### config.mk
export PLATFORM = sky130hd
export DESIGN_NAME = ipv4_vlg_rx
export DESIGN_NICKNAME = d
export VERILOG_FILES = /design/src/rtl/ipv4_vlg_pkg.sv /design/src/rtl/ipv4_vlg_cks_acc.sv /design/src/rtl/ipv4_vlg_rx.sv
export SDC_FILE = /design/constraint.sdc
export NUM_CORES = 1
export LEC_CHECK = 0
export BUFFER_PORTS_ARGS = -buffer_cell sky130_fd_sc_hd__buf_4
export CAP_MARGIN = 30
export CORE_MARGIN = 2
export CORE_UTILIZATION = 48
export DETAILED_ROUTE_END_ITERATION = 10
export GPL_TIMING_DRIVEN = 0
export PLACE_DENSITY = 0.67
export SLEW_MARGIN = 20
export SYNTH_ARGS = -nofsm -noshare
export SYNTH_HDL_FRONTEND = slang
export SYNTH_HIERARCHICAL = 1
export SYNTH_SLANG_ARGS = --single-unit
### constraint.sdc
create_clock -name clk -period 13.7 [get_ports clk]
set_input_delay 2.74 -clock clk [delete_from_list [all_inputs] [get_ports clk]]
set_output_delay 2.74 -clock clk [all_outputs]
set_load 0.02 [all_outputs]
### src/rtl/ipv4_vlg_pkg.sv
// Shared types and helpers for the IPv4 receive parser.
package ipv4_vlg_pkg;

  localparam int IPV4_HDR_LEN = 20;

  // Fixed 20-byte header, byte 0 in the most significant bits.
  typedef struct packed {
    logic [3:0]  version;
    logic [3:0]  ihl;
    logic [7:0]  tos;
    logic [15:0] total_len;
    logic [15:0] id;
    logic        flag_rsv;
    logic        flag_df;
    logic        flag_mf;
    logic [12:0] frag_off;
    logic [7:0]  ttl;
    logic [7:0]  proto;
    logic [15:0] cks;
    logic [31:0] src_ip;
    logic [31:0] dst_ip;
  } ipv4_hdr_t;

  typedef struct packed {
    logic [31:0] src_ip;
    logic [31:0] dst_ip;
    logic [15:0] id;
    logic [15:0] pld_len;
    logic [7:0]  proto;
    logic [7:0]  ttl;
  } ipv4_meta_t;

  typedef enum logic [2:0] {
    idle_s,
    hdr_s,
    opt_s,
    pld_s,
    skip_s
  } rx_state_t;

  function automatic logic [15:0] hdr_len(input logic [3:0] ihl);
    return {10'd0, ihl, 2'b00};
  endfunction

  function automatic logic hdr_ok(input ipv4_hdr_t h, input logic [15:0] cks_fold,
                                  input logic [31:0] dev_ip);
    return (h.version == 4'd4) && (h.ihl >= 4'd5) &&
           (h.total_len >= hdr_len(h.ihl)) && (cks_fold == 16'hFFFF) &&
           !h.flag_mf && (h.frag_off == 13'd0) &&
           ((h.dst_ip == dev_ip) || (h.dst_ip == 32'hFFFF_FFFF));
  endfunction

endpackage

### src/rtl/ipv4_vlg_cks_acc.sv
// Ones-complement header checksum accumulator fed one byte at a time.
// fold already includes the byte presented this cycle, so the parser can judge on the last byte.
module ipv4_vlg_cks_acc (
  input  logic        clk,
  input  logic        rst,
  input  logic        clr,
  input  logic        val,
  input  logic [7:0]  dat,
  output logic [15:0] fold
);

  logic [19:0] sum_q;
  logic [19:0] sum_d;
  logic [7:0]  hi_q;
  logic        odd_q;
  logic [16:0] fold1;

  always_comb begin
    sum_d = sum_q;
    if (val && odd_q && !clr)
      sum_d = sum_q + {4'd0, hi_q, dat};
    fold1 = {1'b0, sum_d[15:0]} + {13'd0, sum_d[19:16]};
    fold  = fold1[15:0] + {15'd0, fold1[16]};
  end

  // clr with val starts a new header whose first byte is the high half of word 0
  always_ff @(posedge clk or posedge rst) begin
    if (rst) begin
      sum_q <= '0;
      hi_q  <= '0;
      odd_q <= 1'b0;
    end else if (clr) begin
      sum_q <= '0;
      hi_q  <= dat;
      odd_q <= val;
    end else if (val) begin
      if (odd_q) begin
        sum_q <= sum_d;
        odd_q <= 1'b0;
      end else begin
        hi_q  <= dat;
        odd_q <= 1'b1;
      end
    end
  end

endmodule

### src/rtl/ipv4_vlg_rx.sv
// IPv4 receive parser: validates the header, publishes metadata, forwards payload one cycle late.
//
// state  | meaning
// idle_s | waiting for an IPv4 start of frame
// hdr_s  | capturing the fixed 20-byte header
// opt_s  | discarding header option bytes
// pld_s  | forwarding payload bytes up to total_length
// skip_s | dropping bytes until end of frame
module ipv4_vlg_rx
  import ipv4_vlg_pkg::*;
#(
  parameter int    VERBOSE    = 1,
  parameter string DUT_STRING = ""
) (
  input  logic        clk,
  input  logic        rst,
  input  logic [31:0] dev_ipv4,
  input  logic [7:0]  in_dat,
  input  logic        in_val,
  input  logic        in_sof,
  input  logic        in_eof,
  input  logic        in_ipv4,
  input  logic        in_err,
  output logic [7:0]  out_dat,
  output logic        out_val,
  output logic        out_sof,
  output logic        out_eof,
  output logic        out_err,
  output logic        meta_val,
  output logic [31:0] meta_src_ip,
  output logic [31:0] meta_dst_ip,
  output logic [15:0] meta_id,
  output logic [15:0] meta_pld_len,
  output logic [7:0]  meta_proto,
  output logic [7:0]  meta_ttl,
  output logic        busy
);

  rx_state_t   state_q, state_d;
  logic [15:0] cnt_q, cnt_d;
  ipv4_hdr_t   hdr_q, hdr_d, hdr_shift, hdr_cur;
  ipv4_meta_t  meta_q, meta_d;
  logic [7:0]  dat_d;
  logic        val_d, sof_d, eof_d, err_d, mval_d;
  logic        cks_clr, cks_val;
  logic [15:0] cks_fold;
  logic [15:0] pld_len;
  logic        last_hdr;

  assign hdr_shift = ipv4_hdr_t'({hdr_q[IPV4_HDR_LEN*8-9:0], in_dat});

  ipv4_vlg_cks_acc u_cks (
    .clk  (clk),
    .rst  (rst),
    .clr  (cks_clr),
    .val  (cks_val),
    .dat  (in_dat),
    .fold (cks_fold)
  );

  always_comb begin
    state_d  = state_q;
    cnt_d    = cnt_q;
    hdr_d    = hdr_q;
    meta_d   = meta_q;
    dat_d    = out_dat;
    val_d    = 1'b0;
    sof_d    = 1'b0;
    eof_d    = 1'b0;
    err_d    = 1'b0;
    mval_d   = 1'b0;
    cks_clr  = 1'b0;
    cks_val  = 1'b0;
    // in hdr_s the header is only complete once the incoming byte is shifted in
    hdr_cur  = (state_q == hdr_s) ? hdr_shift : hdr_q;
    pld_len  = hdr_cur.total_len - hdr_len(hdr_cur.ihl);
    last_hdr = (state_q == hdr_s) ? ((cnt_q == 16'd19) && (hdr_shift.ihl <= 4'd5))
                                  : (cnt_q == hdr_len(hdr_q.ihl) - 16'd1);

    if (in_val && in_sof) begin
      err_d   = (state_q != idle_s);
      state_d = in_ipv4 ? hdr_s : idle_s;
      cnt_d   = 16'd1;
      hdr_d   = hdr_shift;
      cks_clr = 1'b1;
      cks_val = 1'b1;
    end else if (in_val) begin
      case (state_q)
        hdr_s, opt_s: begin
          cnt_d   = cnt_q + 16'd1;
          cks_val = 1'b1;
          if (state_q == hdr_s)
            hdr_d = hdr_shift;
          if (last_hdr) begin
            if (hdr_ok(hdr_cur, cks_fold, dev_ipv4) &&
                !(in_eof && (in_err || (pld_len != 16'd0)))) begin
              mval_d  = 1'b1;
              meta_d  = '{src_ip: hdr_cur.src_ip, dst_ip: hdr_cur.dst_ip, id: hdr_cur.id,
                          pld_len: pld_len, proto: hdr_cur.proto, ttl: hdr_cur.ttl};
              state_d = in_eof ? idle_s : ((pld_len == 16'd0) ? skip_s : pld_s);
            end else begin
              err_d   = 1'b1;
              state_d = in_eof ? idle_s : skip_s;
            end
          end else if (in_eof) begin
            err_d   = 1'b1;
            state_d = idle_s;
          end else if ((state_q == hdr_s) && (cnt_q == 16'd19)) begin
            state_d = opt_s;
          end
        end
        pld_s: begin
          cnt_d = cnt_q + 16'd1;
          dat_d = in_dat;
          val_d = 1'b1;
          sof_d = (cnt_q == hdr_len(hdr_q.ihl));
          if (cnt_q == hdr_q.total_len - 16'd1) begin
            eof_d   = 1'b1;
            err_d   = in_eof && in_err;
            state_d = in_eof ? idle_s : skip_s;
          end else if (in_eof) begin
            err_d   = 1'b1;
            state_d = idle_s;
          end
        end
        skip_s: begin
          if (in_eof) begin
            err_d   = in_err;
            state_d = idle_s;
          end
        end
        default: ;
      endcase
    end
  end

  always_ff @(posedge clk or posedge rst) begin
    if (rst) begin
      state_q  <= idle_s;
      cnt_q    <= '0;
      hdr_q    <= '0;
      meta_q   <= '0;
      out_dat  <= '0;
      out_val  <= 1'b0;
      out_sof  <= 1'b0;
      out_eof  <= 1'b0;
      out_err  <= 1'b0;
      meta_val <= 1'b0;
    end else begin
      state_q  <= state_d;
      cnt_q    <= cnt_d;
      hdr_q    <= hdr_d;
      meta_q   <= meta_d;
      out_dat  <= dat_d;
      out_val  <= val_d;
      out_sof  <= sof_d;
      out_eof  <= eof_d;
      out_err  <= err_d;
      meta_val <= mval_d;
    end
  end

  assign meta_src_ip  = meta_q.src_ip;
  assign meta_dst_ip  = meta_q.dst_ip;
  assign meta_id      = meta_q.id;
  assign meta_pld_len = meta_q.pld_len;
  assign meta_proto   = meta_q.proto;
  assign meta_ttl     = meta_q.ttl;
  assign busy         = (state_q != idle_s);

`ifndef SYNTHESIS
  always @(posedge clk)
    if ((VERBOSE != 0) && meta_val)
      $display("%s ipv4 rx: src %0d.%0d.%0d.%0d dst %0d.%0d.%0d.%0d", DUT_STRING,
               meta_src_ip[31:24], meta_src_ip[23:16], meta_src_ip[15:8], meta_src_ip[7:0],
               meta_dst_ip[31:24], meta_dst_ip[23:16], meta_dst_ip[15:8], meta_dst_ip[7:0]);
`endif

endmodule

==> flow_summary.ini <==
[worst_hold_path]
hold_depth = 1
hold_class = reg -> reg

[drt]
firstDrtPassIters = 5
via_per_inst = 5.74
wl_per_cell_um = 21.8
wirelength_um = 57200
drt_iter0_markers = 1026
ant_nets = 0
post-route-drc-count = 0
vias = 15053

[sta]
rsz0062_at_grt = no
tightest_slew_ns = 1.01
max_freq_mhz = 89.9
slew_headroom_pct = 32.9
finalCriticalPeriod_ns = 11.13
clock_skew_ns = 0.0152
setup_viol = 0
period_share_pct = 81.2
fin_tns_setup_ns = 0
hold_viol_final = 0
maxSlewViolCount = 0

[floorplan]
die_w_um = 204
coreArea_um2 = 39500
io_pins = 173
start_util_pct = 48.3
rows = 73
die_area_um2 = 41400
die-height_um = 204

[pwr]
p_sw_share_pct = 44.4
clkPwrFrac_pct = 20.3
p_sw_w = 0.00228
ir_drop_uv = 99.9
pwr-share-comb_pct = 49.2
seqPwrFrac_pct = 30.5
intPower_w = 0.00285
finalPower_w = 0.00512
p_per_area_nw_per_um2 = 228
p_leak_nw = 10.5

[status]
status = finished clean

[setup_path]
path_max_fanout = 10
required_ns = 14.15
crit_path_max_incr_delay_ns = 0.51
timing.rr.start = u_cks/sum_q[0]$_DFFE_PP0P_
crit_slowest_cell = nor3_1
rrSetupSlack_ns = 4.58
ff2ff_path_depth = 39
crit_path_start = in_dat[0]
end_kind = flip-flop
crit_arrival_ns = 11.58
cp_common_cell = nor3_1
path_class = in -> reg
timing.rr.end = meta_dst_ip[12]$_DFFE_PP0P_
cp-endpoint = meta_dst_ip[12]$_DFFE_PP0P_
worst_setup_path_start_kind = input port

[cts]
cts_tree = done
clock_latency_ns = 0.57
cts_root_buf = clkbuf_16
postCtsSetupRepairBufs = 0
htreeDepth = 2
numCtsBuffers = 38
cts_sinks = 333
cts.path.max_buffers = 3
path_clk_slew_ns = 0.06
cts_hold_buf = 0
post_cts_resize_count = 0

[logic_synthesis]
synth-main-ff-cell = dfrtp_1
syn_inst = 1855
yosysTopAreaCell = dfrtp_1
ys_ff_latch = 333
synth.area.top_cells = dfrtp_1, mux2_2, nand2_1
synth_top_area_share_pct = 43.6
ys_types = 88
yosysSeqAreaShare_pct = 43.6
synthesis.nets = 1933
synthArstFlopShare_pct = 100
ys.warnings.count = 6
syn_area_um2 = 19100
avgSynthCellArea_um2 = 10.3
synth_edf_count = 0

[finish]
layout-drive-gt1-share_pct = 26.9
antenna_cells = 0
final-instance-count-excl-fill = 2621
nets = 2148
synthToLayoutAreaGrowth_pct = 17.4

[grt]
met1_usage_pct = 38.9
grt_overflow_total = 0
grtUsageMet2_pct = 45.1
grt_usage_pct = 28.1
grt_pass1_vias = 15178
grt_use_met3_pct = 4.67
grt_max_degree = 111
antenna_found_initial = 0
grt_first_pass_wirelength_um = 90100
top_usage_layer = met2

[placement]
dp_hpwl_um = 41900
gp_congestion = 0.946
port_buffers = 171
dp.cells = 2555

[run]
maxCapViolations = 0
registers in the layout, summed over array words and instances, names as in the netlist, 16 cells and up:
signal and cells:
cnt_q 16, meta_pld_len 16, u_cks/sum_q 20, hdr_q 160
meta_id 16, meta_dst_ip 32, meta_src_ip 32
cells in the final DEF, fill, tap and decap left out, types with 35 or more instances in the layout:
cell type | Yosys | layout
xor2_1 | 48 | 48
mux2_2 | 178 | 178
nand3_1 | 36 | 36
dfrtp_1 | 333 | 333
clkbuf_16 | 0 | 38
xnor2_1 | 74 | 74
mux2_4 | 89 | 89
a21oi_1 | 56 | 56
clkbuf_1 | 74 | 77
nor2_1 | 80 | 79
inv_1 | 56 | 54
nand2_1 | 361 | 361
mux2i_1 | 35 | 35
buf_4 | 3 | 175
o21ai_0 | 58 | 58
logic make-up after synthesis:
family | after synthesis | synth area share, %
fa+ha+maj | 31 | 2.11
xor+xnor | 125 | 5.91
simple gates | 660 | 15.9
flops | 333 | 43.6
mux | 303 | 19.4
compound gates | 236 | 8.69
buf+inv | 167 | 4.38
cell usage after synthesis, types with 7 or more instances:
master,count
clkbuf_1,74
ha_1,29
buf_12,10
a21oi_1,56
buf_1,9
or4_1,12
o31ai_1,8
mux2i_1,35
inv_1,56
buf_2,9
dfrtp_1,333
o2111ai_1,8
nor2b_1,16
xor2_1,48
nor3_1,24
nand4_1,33
mux2_4,89
mux2_2,178
or3_1,18
nand3_1,36
nor4_1,20
nand2_1,361
nand2b_1,20
xnor2_1,74
o21ai_0,58
nor2_1,80
nor4b_1,7
power by group through the flow:
stage	clock network (W)	logic [W]	registers [W]
floorplan	0	0.00181	0.00145
global placement	0	0.00244	0.00155
detailed placement	0	0.00249	0.00157
CTS	0.00106	0.00250	0.00155
global route	0.00110	0.00276	0.00159
finish	0.00104	0.00252	0.00156
per-stage QoR:
step           hold slack (ns)  setup slack [ns]  util, %  instance area [µm²]
6_report                 0.509              2.57     56.7                22400
5_1_grt                  0.526              1.98     56.7                22400
4_1_cts                  0.510              2.74     56.7                22400
3_5_place_dp             0.491              2.20     53.5                21200
3_3_place_gp             0.484             -1.05     53.2                21100
2_1_floorplan            0.454              2.56        -                19100
area by class of cell:
cell class	count	area, µm²
clock buffer	50	1090
tap	525	657
timing repair buffer	175	1370
inverter	57	221
clock inverter	16	185
sequential	333	8330
fill	3470	17100
buffer	110	623
multi-input combinational	1355	9950
critical path, delay by kind of cell:
family / cells / cell delay, ns
fa+ha+maj: 5 / 1.50
compound gates: 10 / 2.28
buf+inv: 5 / 0.78
mux: 1 / 0.31
simple gates: 17 / 3.53
xor+xnor: 2 / 0.40
worst min-delay path by stage:
stage                               from                        end  slack (ns)
6_report           hdr_q[64]$_DFFE_PP0P_      hdr_q[64]$_DFFE_PP0P_        0.51
3_5_place_dp       hdr_q[64]$_DFFE_PP0P_      hdr_q[72]$_DFFE_PP0P_        0.49
3_3_place_gp      hdr_q[159]$_DFFE_PP0P_     hdr_q[159]$_DFFE_PP0P_        0.48
5_1_grt           out_dat[0]$_DFFE_PP0P_     out_dat[0]$_DFFE_PP0P_        0.53
2_1_floorplan  u_cks/hi_q[1]$_DFFE_PP0P_  u_cks/hi_q[1]$_DFFE_PP0P_        0.45
4_1_cts            hdr_q[64]$_DFFE_PP0P_      hdr_q[72]$_DFFE_PP0P_        0.51
metal layers:
layer | wire length (µm) | vias up
li1 | - | 6943
met1 | 25500 | 7482
met2 | 26700 | 509
met3 | 3260 | 119
met4 | 1710 | 0
met5 | 0 | -
Note: power is estimated with default switching activity, not from simulation.
